[src/rtl/alu_microsequencer.sv]
// alu_microsequencer
//
// Issue controller sitting between instruction decode and register-file
// writeback. It takes one operation request at a time, drives the external
// 16-bit ALU (op 00 ADD, 01 SUB, 10 NAND, 11 OR) through one or more
// single-cycle passes, and returns a registered result with a zero flag.
// XOR is built from four NAND passes and SHL from repeated ADD-to-self
// passes, since neither has a native ALU encoding.
//
// Ports
//   clk, rst_n            clock (rising edge), asynchronous active-low reset
//   req_valid/req_ready   request handshake; req_ready is high only in IDLE
//   req_opcode            000 ADD, 001 SUB, 010 NAND, 011 OR,
//                         100 CMP, 101 XOR, 110 SHL, 111 NOP
//   req_a, req_b          operands; SHL uses req_b[3:0] as the shift count
//   alu_in1/alu_in2/alu_op  registered ALU operands and operation select
//   alu_out, alu_zero     combinational ALU result and zero flag
//   rsp_valid/rsp_ready   response handshake
//   rsp_data, rsp_zero    result and zero flag
//   rsp_wb                writeback enable (0 for CMP and NOP)
//
// Timing: a request accepted at edge T runs its N passes in the N cycles
// after T; one further cycle registers the response, so rsp_valid rises
// after edge T+N+1.

module alu_microsequencer (
    input  logic        clk,
    input  logic        rst_n,
    input  logic        req_valid,
    output logic        req_ready,
    input  logic [2:0]  req_opcode,
    input  logic [15:0] req_a,
    input  logic [15:0] req_b,
    output logic [15:0] alu_in1,
    output logic [15:0] alu_in2,
    output logic [1:0]  alu_op,
    input  logic [15:0] alu_out,
    input  logic        alu_zero,
    output logic        rsp_valid,
    input  logic        rsp_ready,
    output logic [15:0] rsp_data,
    output logic        rsp_zero,
    output logic        rsp_wb
);

    localparam int DATA_W = 16;

    localparam logic [2:0] OPC_ADD  = 3'b000;
    localparam logic [2:0] OPC_SUB  = 3'b001;
    localparam logic [2:0] OPC_NAND = 3'b010;
    localparam logic [2:0] OPC_OR   = 3'b011;
    localparam logic [2:0] OPC_CMP  = 3'b100;
    localparam logic [2:0] OPC_XOR  = 3'b101;
    localparam logic [2:0] OPC_SHL  = 3'b110;
    localparam logic [2:0] OPC_NOP  = 3'b111;

    localparam logic [1:0] ALU_ADD  = 2'b00;
    localparam logic [1:0] ALU_SUB  = 2'b01;
    localparam logic [1:0] ALU_NAND = 2'b10;

    typedef enum logic [1:0] {
        S_IDLE = 2'd0,
        S_EXEC = 2'd1,
        S_RESP = 2'd2
    } state_t;

    state_t state, state_next;

    logic [2:0]        opc_q;
    logic [DATA_W-1:0] a_q, b_q;
    logic [DATA_W-1:0] t_q, u_q;      // XOR intermediates a~&b and a~&t
    logic [DATA_W-1:0] res_q;         // most recent alu_out sample
    logic              zflag_q;       // alu_zero sampled with res_q
    logic [3:0]        cnt_q;         // passes completed so far
    logic [3:0]        npass_q;       // passes this operation needs
    logic              exec_done;
    logic              last_pass;

    // Number of ALU passes for an opcode; SHL by zero still needs one pass.
    function automatic logic [3:0] pass_count(input logic [2:0] opcode,
                                              input logic [3:0] k);
        case (opcode)
            OPC_XOR: pass_count = 4'd4;
            OPC_SHL: pass_count = (k == 4'd0) ? 4'd1 : k;
            default: pass_count = 4'd1;
        endcase
    endfunction

    // The ALU zero flag is only trusted on SUB passes; everything else
    // derives its flag from the result locally.
    function automatic logic resp_zero_flag(input logic [2:0]        opcode,
                                            input logic [DATA_W-1:0] result,
                                            input logic              sub_zero);
        case (opcode)
            OPC_SUB, OPC_CMP: resp_zero_flag = sub_zero;
            OPC_NOP:          resp_zero_flag = 1'b1;
            default:          resp_zero_flag = (result == '0);
        endcase
    endfunction

    assign exec_done = (cnt_q == npass_q);
    assign last_pass = ((cnt_q + 4'd1) == npass_q);

    // FSM state register
    always_ff @(posedge clk or negedge rst_n) begin
        if (!rst_n) begin
            state <= S_IDLE;
        end else begin
            state <= state_next;
        end
    end

    // FSM next-state logic
    always_comb begin
        state_next = state;
        case (state)
            S_IDLE: if (req_valid) state_next = S_EXEC;
            S_EXEC: if (exec_done) state_next = S_RESP;
            S_RESP: if (rsp_ready) state_next = S_IDLE;
            default: state_next = S_IDLE;
        endcase
    end

    // FSM outputs
    always_comb begin
        req_ready = (state == S_IDLE);
        rsp_valid = (state == S_RESP);
    end

    // Datapath: operand latching, pass sequencing and response capture
    always_ff @(posedge clk or negedge rst_n) begin
        if (!rst_n) begin
            opc_q    <= OPC_ADD;
            a_q      <= '0;
            b_q      <= '0;
            t_q      <= '0;
            u_q      <= '0;
            res_q    <= '0;
            zflag_q  <= 1'b0;
            cnt_q    <= 4'd0;
            npass_q  <= 4'd0;
            alu_in1  <= '0;
            alu_in2  <= '0;
            alu_op   <= ALU_ADD;
            rsp_data <= '0;
            rsp_zero <= 1'b0;
            rsp_wb   <= 1'b0;
        end else begin
            case (state)
                S_IDLE: begin
                    if (req_valid) begin
                        opc_q   <= req_opcode;
                        a_q     <= req_a;
                        b_q     <= req_b;
                        t_q     <= '0;
                        u_q     <= '0;
                        res_q   <= '0;
                        zflag_q <= 1'b0;
                        cnt_q   <= 4'd0;
                        npass_q <= pass_count(req_opcode, req_b[3:0]);
                        // First pass operands go out on the accepting edge.
                        case (req_opcode)
                            OPC_ADD, OPC_SUB, OPC_NAND, OPC_OR: begin
                                alu_in1 <= req_a;
                                alu_in2 <= req_b;
                                alu_op  <= req_opcode[1:0];
                            end
                            OPC_CMP: begin
                                alu_in1 <= req_a;
                                alu_in2 <= req_b;
                                alu_op  <= ALU_SUB;
                            end
                            OPC_XOR: begin
                                alu_in1 <= req_a;
                                alu_in2 <= req_b;
                                alu_op  <= ALU_NAND;
                            end
                            OPC_SHL: begin
                                // a+a doubles; k=0 passes a through as a+0.
                                alu_in1 <= req_a;
                                alu_in2 <= (req_b[3:0] == 4'd0) ? '0 : req_a;
                                alu_op  <= ALU_ADD;
                            end
                            default: begin
                                alu_in1 <= '0;
                                alu_in2 <= '0;
                                alu_op  <= ALU_ADD;
                            end
                        endcase
                    end
                end
                S_EXEC: begin
                    if (!exec_done) begin
                        cnt_q   <= cnt_q + 4'd1;
                        res_q   <= alu_out;
                        zflag_q <= alu_zero;
                        // Next pass operands are loaded on the same edge that
                        // samples this pass; the final pass leaves them as-is.
                        case (opc_q)
                            OPC_XOR: begin
                                case (cnt_q)
                                    4'd0: begin
                                        t_q     <= alu_out;
                                        alu_in1 <= a_q;
                                        alu_in2 <= alu_out;
                                    end
                                    4'd1: begin
                                        u_q     <= alu_out;
                                        alu_in1 <= b_q;
                                        alu_in2 <= t_q;
                                    end
                                    4'd2: begin
                                        alu_in1 <= u_q;
                                        alu_in2 <= alu_out;
                                    end
                                    default: ;
                                endcase
                            end
                            OPC_SHL: begin
                                if (!last_pass) begin
                                    alu_in1 <= alu_out;
                                    alu_in2 <= alu_out;
                                end
                            end
                            default: ;
                        endcase
                    end else begin
                        rsp_data <= (opc_q == OPC_NOP) ? '0 : res_q;
                        rsp_zero <= resp_zero_flag(opc_q, res_q, zflag_q);
                        rsp_wb   <= (opc_q != OPC_CMP) && (opc_q != OPC_NOP);
                    end
                end
                default: ;
            endcase
        end
    end

endmodule

[config.mk]
export PLATFORM = sky130hd
export DESIGN_NAME = alu_microsequencer
export DESIGN_NICKNAME = d
export VERILOG_FILES = /design/src/rtl/alu_microsequencer.sv
export SDC_FILE = /design/constraint.sdc
export NUM_CORES = 1
export LEC_CHECK = 0
export CORE_MARGIN = 8
export CORE_UTILIZATION = 45
export CTS_CLUSTER_DIAMETER = 150
export DETAILED_ROUTE_END_ITERATION = 10
export PLACE_DENSITY = 0.79
export SLEW_MARGIN = 20
export SYNTH_ARGS = -nofsm -noshare
export SYNTH_HDL_FRONTEND = slang
export SYNTH_SLANG_ARGS = --single-unit
export TNS_END_PERCENT = 30
[constraint.sdc]
create_clock -name clk -period 2.8 [get_ports clk]
set_input_delay 0.56 -clock clk [delete_from_list [all_inputs] [get_ports clk]]
set_output_delay 0.56 -clock clk [all_outputs]
set_load 0.01 [all_outputs]
After elaboration in Yosys (flattened, before gate mapping)
Index checks and enable logic that the tools add are counted.
- eq/ne operators: 30
- mux-type cells: 40
- add/sub/neg operators: 1
- reductions and logical operators: 20
- operators by type and width (cell ; count):
    case mux 16 bit (2 select lines) ; 9
    2-to-1 mux 16 bit ; 16
    case mux 16 bit (3 select lines) ; 1
    equality test 3 bit, second input constant ; 7
    logical NOT 16 bit ; 1
    case mux 4 bit (2 select lines) ; 2
    2-to-1 mux 4 bit ; 3
    case mux 2 bit (3 select lines) ; 2
    AND reduction 6 bit ; 2
    AND reduction 5 bit ; 2
    inequality test 3 bit, second input constant ; 3
    equality test 4 bit ; 2
    logical NOT 4 bit ; 2
    inequality test 2 x 1 -> 1 bit, second input constant ; 4
    OR reduction 7 bit ; 1
    equality test 3 x 1 -> 1 bit, second input constant ; 2
    equality test 3 x 2 -> 1 bit, second input constant ; 2
    2-to-1 mux 2 bit ; 3
    inequality test 2 bit, second input constant ; 3
    AND reduction 3 bit ; 2
    OR reduction 6 bit ; 1
    inequality test 5 x 3 -> 1 bit, second input constant ; 1
    adder 4 x 1 -> 4 bit, second input constant ; 1
    equality test 4 x 1 -> 1 bit, second input constant ; 1
    other kinds (14) ; 18
- flip-flop bits (word level): 146

Depth between registers and ports, before layout
Gate-level depths: netlist of run 1.
- depth after elaboration: 6
- depth in mapped cells: 9
- gate-level depth less buffers: 7

Worst setup path before layout of run 1
Ideal clock, no wire load.
- kind: reg-to-reg
- from: register cnt_q[0]
- to: register alu_in2[10]
- data arrival time: 2.248 ns
- setup slack: 0.427 ns
- library setup time: 0.125 ns
- cell stages (with the launch flop): 10
- cell sequence: dfrtp_1 inv_1 ha_1 buf_2 nor2_1 o31ai_2 buf_4 mux2i_1 a21oi_1 mux2_4
- word-level cells in the longest chain between the ends: 6
- elaborated cells on any way between the ends: 15
- classes of those cells: 1 x add/sub; 7 x eq/ne; 4 x mux; 3 x reduce/logical
- RTL lines (item ; line ; RTL):
    from (decl) ; 74 ; logic [3:0] cnt_q;
    from (signal assigned) ; 194 ; cnt_q <= cnt_q + 4'd1;
    branches (longest 6 deep; another with adder 4 x 1 -> 4 bit) ; - ;
    to (signal assigned) ; 205 ; alu_in2 <= alu_out;
    to (signal assigned) ; 210 ; alu_in2 <= t_q;
    to (signal assigned) ; 214 ; alu_in2 <= alu_out;
    to (decl) ; 35 ; output logic [15:0] alu_in2,
Parallel ways; which one is timed is not known. The select of a mux whose other input is x is not followed.
A chain may end at the register's enable or synchronous reset.

Worst setup path in the final report of run 1
- from: register cnt_q[0]
- to: register alu_in1[5]
- word-level cells in the longest chain between the ends: 5
- elaborated cells on any way between the ends: 14
- classes of those cells: 1 x add/sub; 7 x eq/ne; 4 x mux; 2 x reduce/logical
- RTL lines (item ; line ; RTL):
    branches (longest 5 deep; another with adder 4 x 1 -> 4 bit) ; - ;
    to (signal assigned) ; 204 ; alu_in1 <= a_q;
    to (signal assigned) ; 209 ; alu_in1 <= b_q;
    to (signal assigned) ; 213 ; alu_in1 <= u_q;
    to (decl) ; 34 ; output logic [15:0] alu_in1,
Parallel ways; which one is timed is not known. The select of a mux whose other input is x is not followed.

==> impl_metrics.csv, run 1 <==
group,metric,value,unit
cells_and_area,antenna_cells,0,
cells_and_area,drive_gt1_frac,0.124,
logic_synthesis,seq_area_frac_synth,0.518,
detailed_routing,dr_total_vias,5930,
clock_tree,cts.clk_slew.worst_paths,0.07,ns
sta,setup-tns-final,0,ns
logic_synthesis,synth_enable_flop_cells,0,
clock_tree,cts_sinks,146,
job,max-cap-violations,0,
floorplanning,die_x,141,um
sta,rsz0062_at_grt,"no",
min_path,hold_path.class,"in2async",
sta,slew_violations,0,
detailed_routing,drtIter0Drc,578,
critical_path,reg2reg_slack,0.28,ns
logic_synthesis,synthesis.area,0.00706,mm^2
placement,dpl.hpwl,14500,um
grt,grt_first_pass_wirelength,34000,um
critical_path,endpoint_kind,"flip-flop",
sta,hold_viol_final,0,
clock_tree,cts_tree,"done",
logic_synthesis,synth-main-ff-cell,"dfrtp_1",
critical_path,path_delay_family,"simple AND/OR/NAND/NOR gates",
floorplanning,die_area,0.0199,mm^2
sta,period_needed,2.52,ns
detailed_routing,avgRoutedWirePerCell,20.4,um
logic_synthesis,synth_nets,778,
logic_synthesis,async_flop_share,1.00,
cells_and_area,n_fill_cell,1243,
detailed_routing,vias_per_cell,5.67,
floorplanning,floorplan.rows,45,
critical_path,path_buf_inv,2,
clock_tree,cts_root_buf,"clkbuf_16",
floorplanning,die_y,141,um
floorplanning,start_util,0.462,
logic_synthesis,netlist_instances,718,
placement,numPortBuffers,109,
logic_synthesis,ys_warn_count,0,
grt,grt_overflow_total,0,
pwr,p_per_area,1290,mW/mm^2
clock_tree,clock_latency,0.43,ns
sta,clock_skew,0.00973,ns
critical_path,r2r-start,"cnt_q[0]",
grt,grt_usage,0.219,
critical_path,crit_arrival,2.83,ns
cells_and_area,syn2layout_area_growth,27.9,%
sta,worst_pin_slew,0.657,ns
critical_path,critPathSlowestCell,"or4_1",
clock_tree,htreeDepth,4,
placement,gp_congestion,0.873,
pwr,leakage,4.13,nW
sta,timing.fmax,0.397,GHz
critical_path,ff2ff_path_depth,8,
clock_tree,ctsResizeCount,0,
detailed_routing,dr.pass1.iters,6,
detailed_routing,remaining_drc_errors,0,
clock_tree,cts.hold.buffers_added,0,
critical_path,worst-setup-path-type,"reg2reg",
logic_synthesis,ys_ff_latch,146,
sta,setup_viol,0,
detailed_routing,ant_nets,0,
floorplanning,pin_count,110,
critical_path,startpoint_type,"flip-flop",
clock_tree,cts_buffer_depth,2,
placement,dpl_cell_area,0.00844,mm^2
sta,slew_headroom,0.561,
floorplanning,design.core.area,0.0153,mm^2
detailed_routing,wl,21300,um
clock_tree,cts_setup_buffers,0,
critical_path,reg2reg_to,"alu_in1[5]",
logic_synthesis,synth_area_per_cell,9.83,um^2
sta,hold_ws,0.0900,ns
critical_path,required,3.11,ns
critical_path,path_cells,"inv_1, ha_1, xor2_1, or4_1, nor3_2, a2111oi_4, buf_4, mux2_4",
grt,grt_pass1_vias,6191,
logic_synthesis,synthDistinctLibCells,48,
critical_path,critical_path_peak_fanout,11,
grt,grt_max_degree,57,
pwr,max-vdd-ir-drop,693,uV
cells_and_area,final_area,0.00903,mm^2
critical_path,max_stage_delay,0.48,ns
sta,period_share,0.899,
cells_and_area,finish.net_count,882,
run_status,outcome,"finished clean",
grt,grt_antenna_before_repair,0,
clock_tree,numCtsBuffers,17,
-- flip-flops by register name, indices dropped and copies added (netlist names) --
| signal | cells |
|---|---|
| u_q | 16 |
| alu_in1 | 16 |
| cnt_q | 4 |
| zflag_q | 1 |
| res_q | 16 |
| a_q | 16 |
| alu_op | 2 |
| rsp_zero | 1 |
| t_q | 16 |
| rsp_data | 16 |
| npass_q | 4 |
| opc_q | 3 |
| alu_in2 | 16 |
| rsp_wb | 1 |
| b_q | 16 |
| state | 2 |
-- power breakdown --
| group | internal (mW) | total, mW | switching (mW) |
|---|---|---|---|
| clock network | 1.32 | 2.27 | 0.954 |
| registers | 3.04 | 3.72 | 0.679 |
| logic | 2.65 | 5.70 | 3.05 |
-- synth_stat cells (all sizes together), types with 2 or more instances --
cell | count | share of area
o22ai | 2 | 0.0018
xnor2 | 6 | 0.0085
nor2 | 9 | 0.0059
buf | 13 | 0.012
nor4 | 5 | 0.0044
a31oi | 17 | 0.015
nand3b | 2 | 0.0039
o221ai | 16 | 0.020
mux2 | 32 | 0.067
xor2 | 4 | 0.0050
o21ai | 77 | 0.055
dfrtp | 146 | 0.52
nand4 | 2 | 0.0018
nand3 | 19 | 0.013
mux2i | 20 | 0.028
nor4b | 2 | 0.0025
inv | 6 | 0.0032
a21oi | 16 | 0.011
a22oi | 16 | 0.017
ha | 4 | 0.0071
a22o | 20 | 0.025
nand2b | 2 | 0.0021
clkbuf | 39 | 0.021
nor2b | 5 | 0.0044
nor3 | 2 | 0.0021
and2 | 3 | 0.0027
a21o | 15 | 0.016
nand2 | 208 | 0.11
-- how the worst max path moves through the flow --
stage / startpoint / to / slack (ns) / depth (start not counted)
3_5_place_dp: req_b[2] / alu_in2[4] / 0.21 / 7
2_1_floorplan: cnt_q[0] / alu_in2[10] / 0.43 / 9
3_3_place_gp: req_b[2] / alu_in2[4] / 0.27 / 7
4_1_cts: cnt_q[0] / alu_in1[5] / 0.29 / 8
6_report: cnt_q[0] / alu_in1[5] / 0.28 / 8
5_1_grt: cnt_q[0] / alu_in1[6] / 0.18 / 8
-- layout make-up --
type,instances,area [um^2],share of cell area
clock buffers,17,425,0.0471
clock inverters,14,158,0.0175
inverters,6,22.5,0.00249
repair buffers,137,1330,0.147
flip-flops and latches,146,3650,0.405
multi-input cells,514,3180,0.352
well taps,211,264,0.0292
-- layout by cell type, fill, tap and decap left out, drive strengths merged, types with 2 or more instances in the layout --
cell / count
a21o: 15
a21oi: 16
a22o: 20
a22oi: 16
a31oi: 17
and2: 3
buf: 29
bufinv: 2
clkbuf: 17
clkdlybuf4s50: 108
clkinv: 6
clkinvlp: 3
dfrtp: 146
ha: 4
inv: 9
mux2: 32
mux2i: 20
nand2: 208
nand2b: 2
nand3: 19
nand3b: 2
nand4: 2
nor2: 9
nor2b: 5
nor3: 2
nor4: 5
nor4b: 2
o21ai: 77
o221ai: 16
o22ai: 2
xnor2: 6
xor2: 4
-- per-layer routing --
| layer | up-vias | track usage | part of all wire |
|---|---|---|---|
| met3 | 41 | 0.0571 | 0.088 |
| met4 | 0 | 0.0871 | 0.028 |
| met5 | - | 0 | 0 |
| li1 | 2717 | - | - |
| met1 | 2868 | 0.285 | 0.42 |
| met2 | 304 | 0.344 | 0.46 |
-- stage by stage --
| step | total power, mW | std cells | util | worst slack (ns) |
|---|---|---|---|---|
| after global placement | 9.18 | 1014 | 0.553 | 0.267 |
| final | 11.7 | 1045 | 0.592 | 0.284 |
| after global routing | 12.3 | 1045 | 0.592 | 0.177 |
| after floorplan | 7.21 | 718 | - | 0.427 |
| after detailed placement | 9.35 | 1014 | 0.553 | 0.209 |
| after CTS | 11.7 | 1045 | 0.592 | 0.285 |
-- cells by family after synthesis --
kind of cell	synth area share
fa+ha+maj	0.00709
buf+inv	0.0362
flops	0.518
mux	0.0954
compound gates	0.172
simple gates	0.158
xor+xnor	0.0135
Power figures use the tool's default switching activity.
==> run 2, diff against run 1 <==
Settings changed: CORE_MARGIN 8 to 2, CTS_CLUSTER_DIAMETER 150 to 40.
==> run 2 against run 1 <==
  * First-iteration DRC count down 13%
  * Worst setup slack improved by 0.028 ns
  * Global-route usage increased by 3.6 points
==> impl_metrics.csv, run 2 (synthesis results as in run 1) <==
group,metric,value,unit
sta,period_needed,2.49,ns
clock_tree,numCtsBuffers,17,
grt,grt_pass1_vias,5864,
cells_and_area,fin_util,0.592,
floorplanning,floorplan.rows,45,
critical_path,crit_arrival,2.81,ns
pwr,p_sw,4.67,mW
clock_tree,cts_buffer_depth,2,
critical_path,startpoint,"cnt_q[0]",
cells_and_area,drive_gt1_frac,0.124,
sta,worst_pin_slew,0.727,ns
critical_path,ff2ff_path_depth,8,
cells_and_area,final_cells,1045,
critical_path,critical_path_peak_fanout,18,
cells_and_area,finish.net_count,881,
clock_tree,ctsResizeCount,0,
cells_and_area,n_fill_cell,1251,
pwr,intPower,6.92,mW
clock_tree,cts_setup_buffers,0,
placement,gp_congestion,0.900,
grt,grt_antenna_before_repair,0,
sta,slew_headroom,0.514,
sta,rsz0062_at_grt,"no",
floorplanning,start_util,0.462,
grt,grt_max_degree,66,
detailed_routing,dr.pass1.iters,5,
detailed_routing,drtIter0Drc,500,
floorplanning,die_x,129,um
sta,slew_violations,0,
cells_and_area,syn2layout_area_growth,28.0,%
cells_and_area,multi_input_area,0.00318,mm^2
run_status,outcome,"finished clean",
critical_path,path_cells,"inv_1, ha_1, xor2_1, or4_1, nor3_2, a2111oi_4, buf_12, mux2_4",
placement,place_inst,1013,
critical_path,max_stage_delay,0.48,ns
floorplanning,pin_count,110,
detailed_routing,dr_total_vias,5989,
critical_path,worst-setup-path-type,"reg2reg",
critical_path,required,3.12,ns
clock_tree,cts_sinks,146,
sta,hold_viol_final,0,
critical_path,critPathSlowestCell,"or4_1",
min_path,hold_path.class,"in2async",
cells_and_area,mostFrequentLayoutCell,"nand2_1",
cells_and_area,regArea,0.00365,mm^2
pwr,combPwrFrac,0.495,
clock_tree,cts_root_buf,"clkbuf_16",
clock_tree,htreeDepth,4,
sta,clock_skew,0.0107,ns
grt,grt_first_pass_wirelength,32100,um
placement,numPortBuffers,109,
critical_path,path_buf_inv,2,
pwr,max-vdd-ir-drop,683,uV
placement,dpl.hpwl,14000,um
critical_path,reg2reg_slack,0.31,ns
critical_path,reg2reg_to,"alu_in2[8]",
detailed_routing,vias_per_cell,5.73,
critical_path,startpoint_type,"flip-flop",
job,max-cap-violations,0,
grt,grt_overflow_total,0,
floorplanning,die_y,129,um
sta,setup-tns-final,0,ns
detailed_routing,ant_nets,0,
critical_path,r2r-start,"cnt_q[0]",
detailed_routing,remaining_drc_errors,0,
grt,grt_usage,0.255,
critical_path,crit_path_end,"alu_in2[8]",
pwr,clkPwrFrac,0.184,
clock_tree,cts.clk_slew.worst_paths,0.06,ns
sta,period_share,0.889,
critical_path,endpoint_kind,"flip-flop",
cells_and_area,antenna_cells,0,
cells_and_area,final_cell_mix,"nand2_1 (208), dfrtp_1 (146), clkdlybuf4s50_1 (108)",
critical_path,worstSetupPathDepth,8,
sta,timing.fmax,0.402,GHz
detailed_routing,avgRoutedWirePerCell,19.6,um
pwr,p_per_area,1280,mW/mm^2
critical_path,path_delay_family,"simple AND/OR/NAND/NOR gates",
floorplanning,design.core.area,0.0153,mm^2
sta,hold_ws,0.136,ns
clock_tree,cts.hold.buffers_added,0,
clock_tree,cts_tree,"done",
pwr,leakage,4.12,nW
sta,setup_viol,0,
detailed_routing,wl,20500,um
clock_tree,clock_latency,0.44,ns
floorplanning,die_area,0.0167,mm^2
pwr,sw_frac_of_total,0.403,
pwr,p_seq_frac,0.321,
[run 2: final cells by class]
type,count,area share
clock buffers,18,0.0486
flip-flops and latches,146,0.405
inverters,6,0.00249
repair buffers,136,0.152
multi-input cells,514,0.352
clock inverters,14,0.0116
well taps,211,0.0292
[run 2: how the worst min path moves through the flow]
stage,from,cells past startpoint,end,slack [ns]
2_1_floorplan,rst_n,0,a_q[0],0.26
3_3_place_gp,a_q[9],2,a_q[9],0.46
3_5_place_dp,a_q[2],2,a_q[2],0.46
4_1_cts,rst_n,1,b_q[13],0.15
5_1_grt,rst_n,1,npass_q[2],0.17
6_report,rst_n,1,opc_q[0],0.14
[run 2: per-layer routing]
| layer | vias to the layer above | part of all wire | GRT usage |
|---|---|---|---|
| met2 | 311 | 0.47 | 0.401 |
| met3 | 47 | 0.083 | 0.0462 |
| met1 | 2914 | 0.42 | 0.348 |
| li1 | 2717 | - | - |
| met5 | - | 0 | 0 |
| met4 | 0 | 0.032 | 0.113 |
[run 2: power groups by stage]
stage	clock network (mW)	registers (mW)	logic (mW)
after floorplan	0	3.66	3.56
after global placement	0	3.70	5.52
after detailed placement	0	3.72	5.68
after CTS	2.14	3.71	5.72
after global routing	2.24	3.81	6.20
final	2.13	3.71	5.74
[run 2: metrics by stage]
step,cell area [um^2],power [mW],worst slack [ns]
after floorplan,7060,7.21,0.427
after global placement,8490,9.23,0.284
after detailed placement,8490,9.40,0.246
after CTS,9030,11.6,0.320
after global routing,9030,12.2,0.218
final,9030,11.6,0.312
[run 2: worst reg2reg max path, stage by stage, from the launching register on]
cell,delay [ns]
dfrtp_1,0.44
inv_1,0.12
ha_1,0.35
xor2_1,0.17
or4_1,0.48
nor3_2,0.19
a2111oi_4,0.10
buf_12,0.20
mux2_4,0.32
